--- src/rtl/id_operand_bypass_tracker_pkg.sv ---
// Shared pipeline definitions for the ID-stage operand bypass tracker:
// tracker entry layout, stage indices and forward-select encoding.
package id_operand_bypass_tracker_pkg;

    // Destination field is sized for the widest register address in use;
    // narrower register addresses are zero-extended into it.
    localparam int ENTRY_DST_W = 8;

    typedef struct packed {
        logic                   valid;
        logic [ENTRY_DST_W-1:0] dst;
        logic                   reg_write;
        logic                   mem_read;
    } track_entry_t;

    localparam int ENTRY_W = $bits(track_entry_t);

    localparam int STG_ID_EX  = 1;
    localparam int STG_EX_MEM = 2;
    localparam int STG_MEM_WB = 3;

    localparam int FWD_REGFILE = 0;

endpackage

--- src/rtl/id_operand_bypass_tracker_match.sv ---
// Per-operand youngest-producer search over the tracker; purely combinational.
module id_bypass_match
    import id_operand_bypass_tracker_pkg::*;
#(
    parameter int REG_ADDR_W = 5,
    parameter int DEPTH      = 3,
    parameter int ALU_READY  = 2,
    parameter int LOAD_READY = 3,
    parameter int SEL_W      = 2
) (
    input  logic [REG_ADDR_W-1:0]    src_addr_i,
    input  logic                     src_used_i,
    input  logic [DEPTH*ENTRY_W-1:0] tracker_i,
    output logic [SEL_W-1:0]         sel_o,
    output logic                     not_ready_o
);

    logic found;
    logic ready;
    logic mr_young;
    int   k_young;

    always_comb begin
        track_entry_t e;
        found    = 1'b0;
        k_young  = 0;
        mr_young = 1'b0;
        e        = '0;
        // Scan oldest to youngest so the lowest matching stage wins.
        for (int k = DEPTH; k >= STG_ID_EX; k--) begin
            e = track_entry_t'(tracker_i[(k-1)*ENTRY_W +: ENTRY_W]);
            if (src_used_i && e.valid && e.reg_write && (e.dst != '0) &&
                (e.dst == ENTRY_DST_W'(src_addr_i))) begin
                found    = 1'b1;
                k_young  = k;
                mr_young = e.mem_read;
            end
        end
        ready       = found && (k_young >= (mr_young ? LOAD_READY : ALU_READY));
        sel_o       = ready ? SEL_W'(k_young) : SEL_W'(FWD_REGFILE);
        not_ready_o = found && !ready;
    end

endmodule

--- src/rtl/id_operand_bypass_tracker.sv ---
// ID-stage bypass tracker: shadows in-flight destinations behind ID, picks
// forward sources, raises load-use / ALU-to-branch stalls, counts stall cycles.
module id_operand_bypass_tracker
    import id_operand_bypass_tracker_pkg::*;
#(
    parameter int NUM_SRC    = 2,
    parameter int REG_ADDR_W = 5,
    parameter int DEPTH      = 3,
    parameter int ALU_READY  = 2,
    parameter int LOAD_READY = 3,
    parameter int CNT_W      = 16,
    localparam int SEL_W     = $clog2(DEPTH + 1)
) (
    input  logic                          clk,
    input  logic                          reset,
    input  logic                          id_valid,
    input  logic [NUM_SRC*REG_ADDR_W-1:0] id_src_addr,
    input  logic [NUM_SRC-1:0]            id_src_used,
    input  logic [REG_ADDR_W-1:0]         id_dst_addr,
    input  logic                          id_reg_write,
    input  logic                          id_mem_read,
    input  logic                          hold,
    input  logic                          flush,
    output logic [NUM_SRC*SEL_W-1:0]      fwd_sel,
    output logic                          stall,
    output logic [CNT_W-1:0]              stall_cycles
);

    track_entry_t [DEPTH-1:0] tracker_q, tracker_d;
    track_entry_t             id_entry;
    logic [NUM_SRC-1:0]       not_ready;
    logic [CNT_W-1:0]         cnt_q, cnt_d;

    for (genvar i = 0; i < NUM_SRC; i++) begin : g_src
        id_bypass_match #(
            .REG_ADDR_W (REG_ADDR_W),
            .DEPTH      (DEPTH),
            .ALU_READY  (ALU_READY),
            .LOAD_READY (LOAD_READY),
            .SEL_W      (SEL_W)
        ) u_match (
            .src_addr_i  (id_src_addr[i*REG_ADDR_W +: REG_ADDR_W]),
            .src_used_i  (id_valid && id_src_used[i]),
            .tracker_i   (tracker_q),
            .sel_o       (fwd_sel[i*SEL_W +: SEL_W]),
            .not_ready_o (not_ready[i])
        );
    end

    assign stall        = |not_ready;
    assign stall_cycles = cnt_q;

    always_comb begin
        id_entry           = '0;
        id_entry.valid     = 1'b1;
        id_entry.dst       = ENTRY_DST_W'(id_dst_addr);
        id_entry.reg_write = id_reg_write;
        id_entry.mem_read  = id_mem_read;
    end

    always_comb begin
        tracker_d = tracker_q;
        if (flush) begin
            tracker_d = '0;
        end else if (!hold) begin
            for (int k = DEPTH - 1; k >= 1; k--) begin
                tracker_d[k] = tracker_q[k-1];
            end
            // A stalled ID instruction is replaced by a bubble entering EX.
            tracker_d[0] = (id_valid && !stall) ? id_entry : '0;
        end
    end

    always_comb begin
        cnt_d = cnt_q;
        if (stall && !hold && !flush && (cnt_q != '1)) begin
            cnt_d = cnt_q + CNT_W'(1);
        end
    end

    always_ff @(posedge clk) begin
        if (reset) begin
            tracker_q <= '0;
            cnt_q     <= '0;
        end else begin
            tracker_q <= tracker_d;
            cnt_q     <= cnt_d;
        end
    end

endmodule

--- config.mk ---
export PLATFORM = sky130hd
export DESIGN_NAME = id_operand_bypass_tracker
export DESIGN_NICKNAME = d
export VERILOG_FILES = /design/src/rtl/id_operand_bypass_tracker_pkg.sv /design/src/rtl/id_operand_bypass_tracker_match.sv /design/src/rtl/id_operand_bypass_tracker.sv
export SDC_FILE = /design/constraint.sdc
export NUM_CORES = 1
export LEC_CHECK = 0
export ABC_AREA = 0
export BUFFER_PORTS_ARGS = -buffer_cell sky130_fd_sc_hd__buf_2
export CORE_UTILIZATION = 49
export DETAILED_ROUTE_END_ITERATION = 7
export PLACE_DENSITY_LB_ADDON = 0.2
export SETUP_SLACK_MARGIN = 0.3
export SYNTH_ARGS = -nofsm -noshare
export SYNTH_HDL_FRONTEND = slang
export SYNTH_SLANG_ARGS = --single-unit
--- constraint.sdc ---
create_clock -name clk -period 4.3 [get_ports clk]
set_clock_uncertainty 0.1 [all_clocks]
set_input_delay 0.86 -clock clk [delete_from_list [all_inputs] [get_ports clk]]
set_output_delay 0.86 -clock clk [all_outputs]
set_load 0.01 [all_outputs]
==> results by group <==
Run status
  – Status: finished, final reports clean

Route
  – Via density: 5.71
  – 1st-iter DRT viols: 62
  – Drt pass-1 iters: 4
  – Via count: 2091
  – DRT antenna net count: 0
  – Post-route DRC: 0
  – Mean routed wirelength per cell: 15.2 um
  – Drt total wl: 5560 um

Clock network
  – Clock Path Buffers: 2
  – Depth of the CTS H-tree: 2
  – TritonCTS Buffers: 5
  – Hold-fix buffers, CTS: 0
  – CTS clock-pin slew for the worst setup and hold paths: 0.08 ns
  – CTS root buf: clkbuf_8
  – CTS tree: yes
  – Clock latency on the worst-skew pair: 0.30 ns
  – CTS sink cnt: 40

Timing
  – Fmax: 0.250 GHz
  – Final Max Slew Viols: 0
  – RSZ-0062 raised after global routing: yes
  – Final min period: 4.01 ns
  – Hold Vio Cnt, Final: 0
  – Worst Tran Pin Value: 0.596 ns
  – Final worst-path cycle share: 93.2%
  – # setup viols final: 0
  – Slew margin rel.: 60.3%
  – Final Hold Slack: 0.397 ns
  – Final WS setup: 0.294 ns
  – Fin Setup TNS: 0 ns

Final layout
  – Area delta synth->final: 31.9%
  – N_diodes: 0
  – Post-layout nets: 340
  – Layout cells sized above 1: 33.4%
  – Filler Cells Inserted: 358

Yosys
  – Async set or reset register ratio after synthesis: 0%
  – Top cells by area, synth: dfxtp_1 (36%), xnor2_1 (9.5%), mux2i_1 (7.3%)
  – YS warnings: 0
  – Post-synth EDFFs: 0
  – Synthesized cell area: 2200 um2
  – Main flop type after synthesis: dfxtp_1
  – Synthesized area per cell: 8.75 um2
  – FF+latch count, synth: 40
  – Synth cell types: 34
  – Post-synthesis sequential area ratio: 36.3%
  – Yosys top cell area share: 36.3%
  – Synth Net Count: 279
  – Post-Syn Instances: 252
  – Synth area leader: dfxtp_1

Critical path
  – Crit end category: primary output
  – Crit-path cells: or4_4 > o211ai_1 > buf_4 > nor4_4 > inv_1 > o21ai_1 > mux2_4 > ha_4 > nor2b_1 > o21a_1 > or3_4 > buf_6
  – Worst Path Max Fanout: 3
  – Data arrival time of the worst path: 3.05 ns
  – Critical path class: reg -> out
  – Element type at the critical path start: register
  – Slowest cell on crit path: or4_4
  – Crit path required time: 3.34 ns
  – R2r setup slk: 0.71 ns
  – Critical Path Max Stage Delay: 0.53 ns

Placed design
  – I/O Buffers: 44
  – RePlAce Congestion: 0.896
  – Place WS: 0.0923 ns
  – HPWL after DPL: 3730 um

Die
  – I/O pin count: 45
  – Row cnt: 24
  – Initial Util: 51.0%
  – CORE AREA: 4320 um2
  – Die Wd: 69.1 um
  – Die height: 69.1 um
  – Die area: 4770 um2

Global route
  – GRT Residual Overflow: 0
  – First-pass GRT wire length: 9220 um
  – Met2 Usage GRT: 43.9%
  – Vias in the first global route: 2022
  – Global-route usage over all layers: 24.0%
  – Met1 GRT Util: 27.4%
  – GR Util met3: 4.68%
  – GRT busiest layer: met2
  – Initial antenna violation count: 0
  – Largest net degree at the start of global routing: 25

Min path
  – HP Class: reg -> reg

Power and ir drop
  – Leak pwr: 1.18 nW
  – PwrDens: 263 nW/um2
  – Peak VDD IR: 0.000196 V

Job
  – Max cap viols: 0
stage by stage:
stage	std cells	cell area, um2	utilization (%)	total power, mW
after global routing	366	2910	67.2	0.790
after global placement	346	2510	58.1	0.437
after detailed placement	346	2510	58.1	0.438
after floorplan	252	2200	-	0.416
after CTS	365	2860	66.1	0.772
final	366	2910	67.2	0.766
power by group:
part	switching [mW]	total [mW]	leakage [nW]	internal [mW]
Clock	0.142	0.331	0.0614	0.190
Sequential	0.00313	0.373	0.326	0.370
Combinational	0.0321	0.0612	0.793	0.0290
Total	0.177	0.766	1.18	0.589
state kept, by name, indices dropped and copies added (netlist names):
| signal | count |
|---|---|
| stall_cycles | 16 |
| tracker_q | 24 |
cells in the final DEF (no fill, tap or decap), types with 8 or more instances in the layout:
master,count
mux2i_1,16
xnor2_1,20
buf_2,39
a21oi_1,14
or3_1,9
nand4_1,8
nand3_1,9
xor2_1,8
o21ai_0,8
nor2_1,27
nand2_1,13
dfxtp_1,34
buf_4,18
cell usage after synthesis, types with 3 or more instances:
library cell and count:
a21oi_1 14, a22o_1 7, and3_1 6, clkbuf_1 5, dfxtp_1 40, ha_1 3, inv_1 6, mux2_2 4
mux2i_1 16, nand2_1 13, nand3_1 9, nand4_1 8, nor2_1 28, nor2b_1 5, nor4_1 6, o211ai_1 3
o21a_1 3, o21ai_0 10, o31ai_1 4, or3_1 9, or4_1 6, xnor2_1 24, xor2_1 8
what timing repair did:
| action | 4_1_cts | 5_1_grt |
|---|---|---|
| pin swaps | 15 | 7 |
| setup endpoints to repair | 3 | 5 |
| resized for setup | 35 | 8 |
| endpoints found under the hold margin | 0 | 0 |
| setup buffers | 11 | 1 |
logic make-up after synthesis:
kind of cell | count (synthesis) | synth area share, %
xor+xnor | 32 | 12.7
flops | 40 | 36.3
fa+ha+maj | 3 | 1.70
simple gates | 99 | 24.5
compound gates | 43 | 12.6
mux | 20 | 9.31
buf+inv | 15 | 2.89
layout make-up:
type | instances | area, um2 | share of cell area, %
clock buffers | 6 | 82.6 | 2.84
inverters | 6 | 22.5 | 0.775
well taps | 52 | 65.1 | 2.24
flip-flops and latches | 40 | 816 | 28.1
repair buffers | 63 | 407 | 14.0
clock inverters | 2 | 38.8 | 1.33
multi-input cells | 197 | 1480 | 50.8
worst max-delay path: cells and delay by family, from the launching register on:
family	cells	cell delay [ns]
flops	1	0.34
simple gates	4	0.97
mux	1	0.28
buf+inv	3	0.41
compound gates	3	0.49
fa+ha+maj	1	0.26
worst paths after layout:
path	to	cells after the start	from
min reg2reg	tracker_q[10]	2	tracker_q[10]
min	tracker_q[10]	2	tracker_q[10]
max	stall	12	tracker_q[14]
max reg2reg	stall_cycles[15]	15	tracker_q[14]
metal layers:
metal	wire length, um	vias to the layer above
met5	0	-
met4	119	0
met3	265	13
met2	2850	64
met1	2320	990
li1	-	1024
Power figures use the tool's default switching activity.
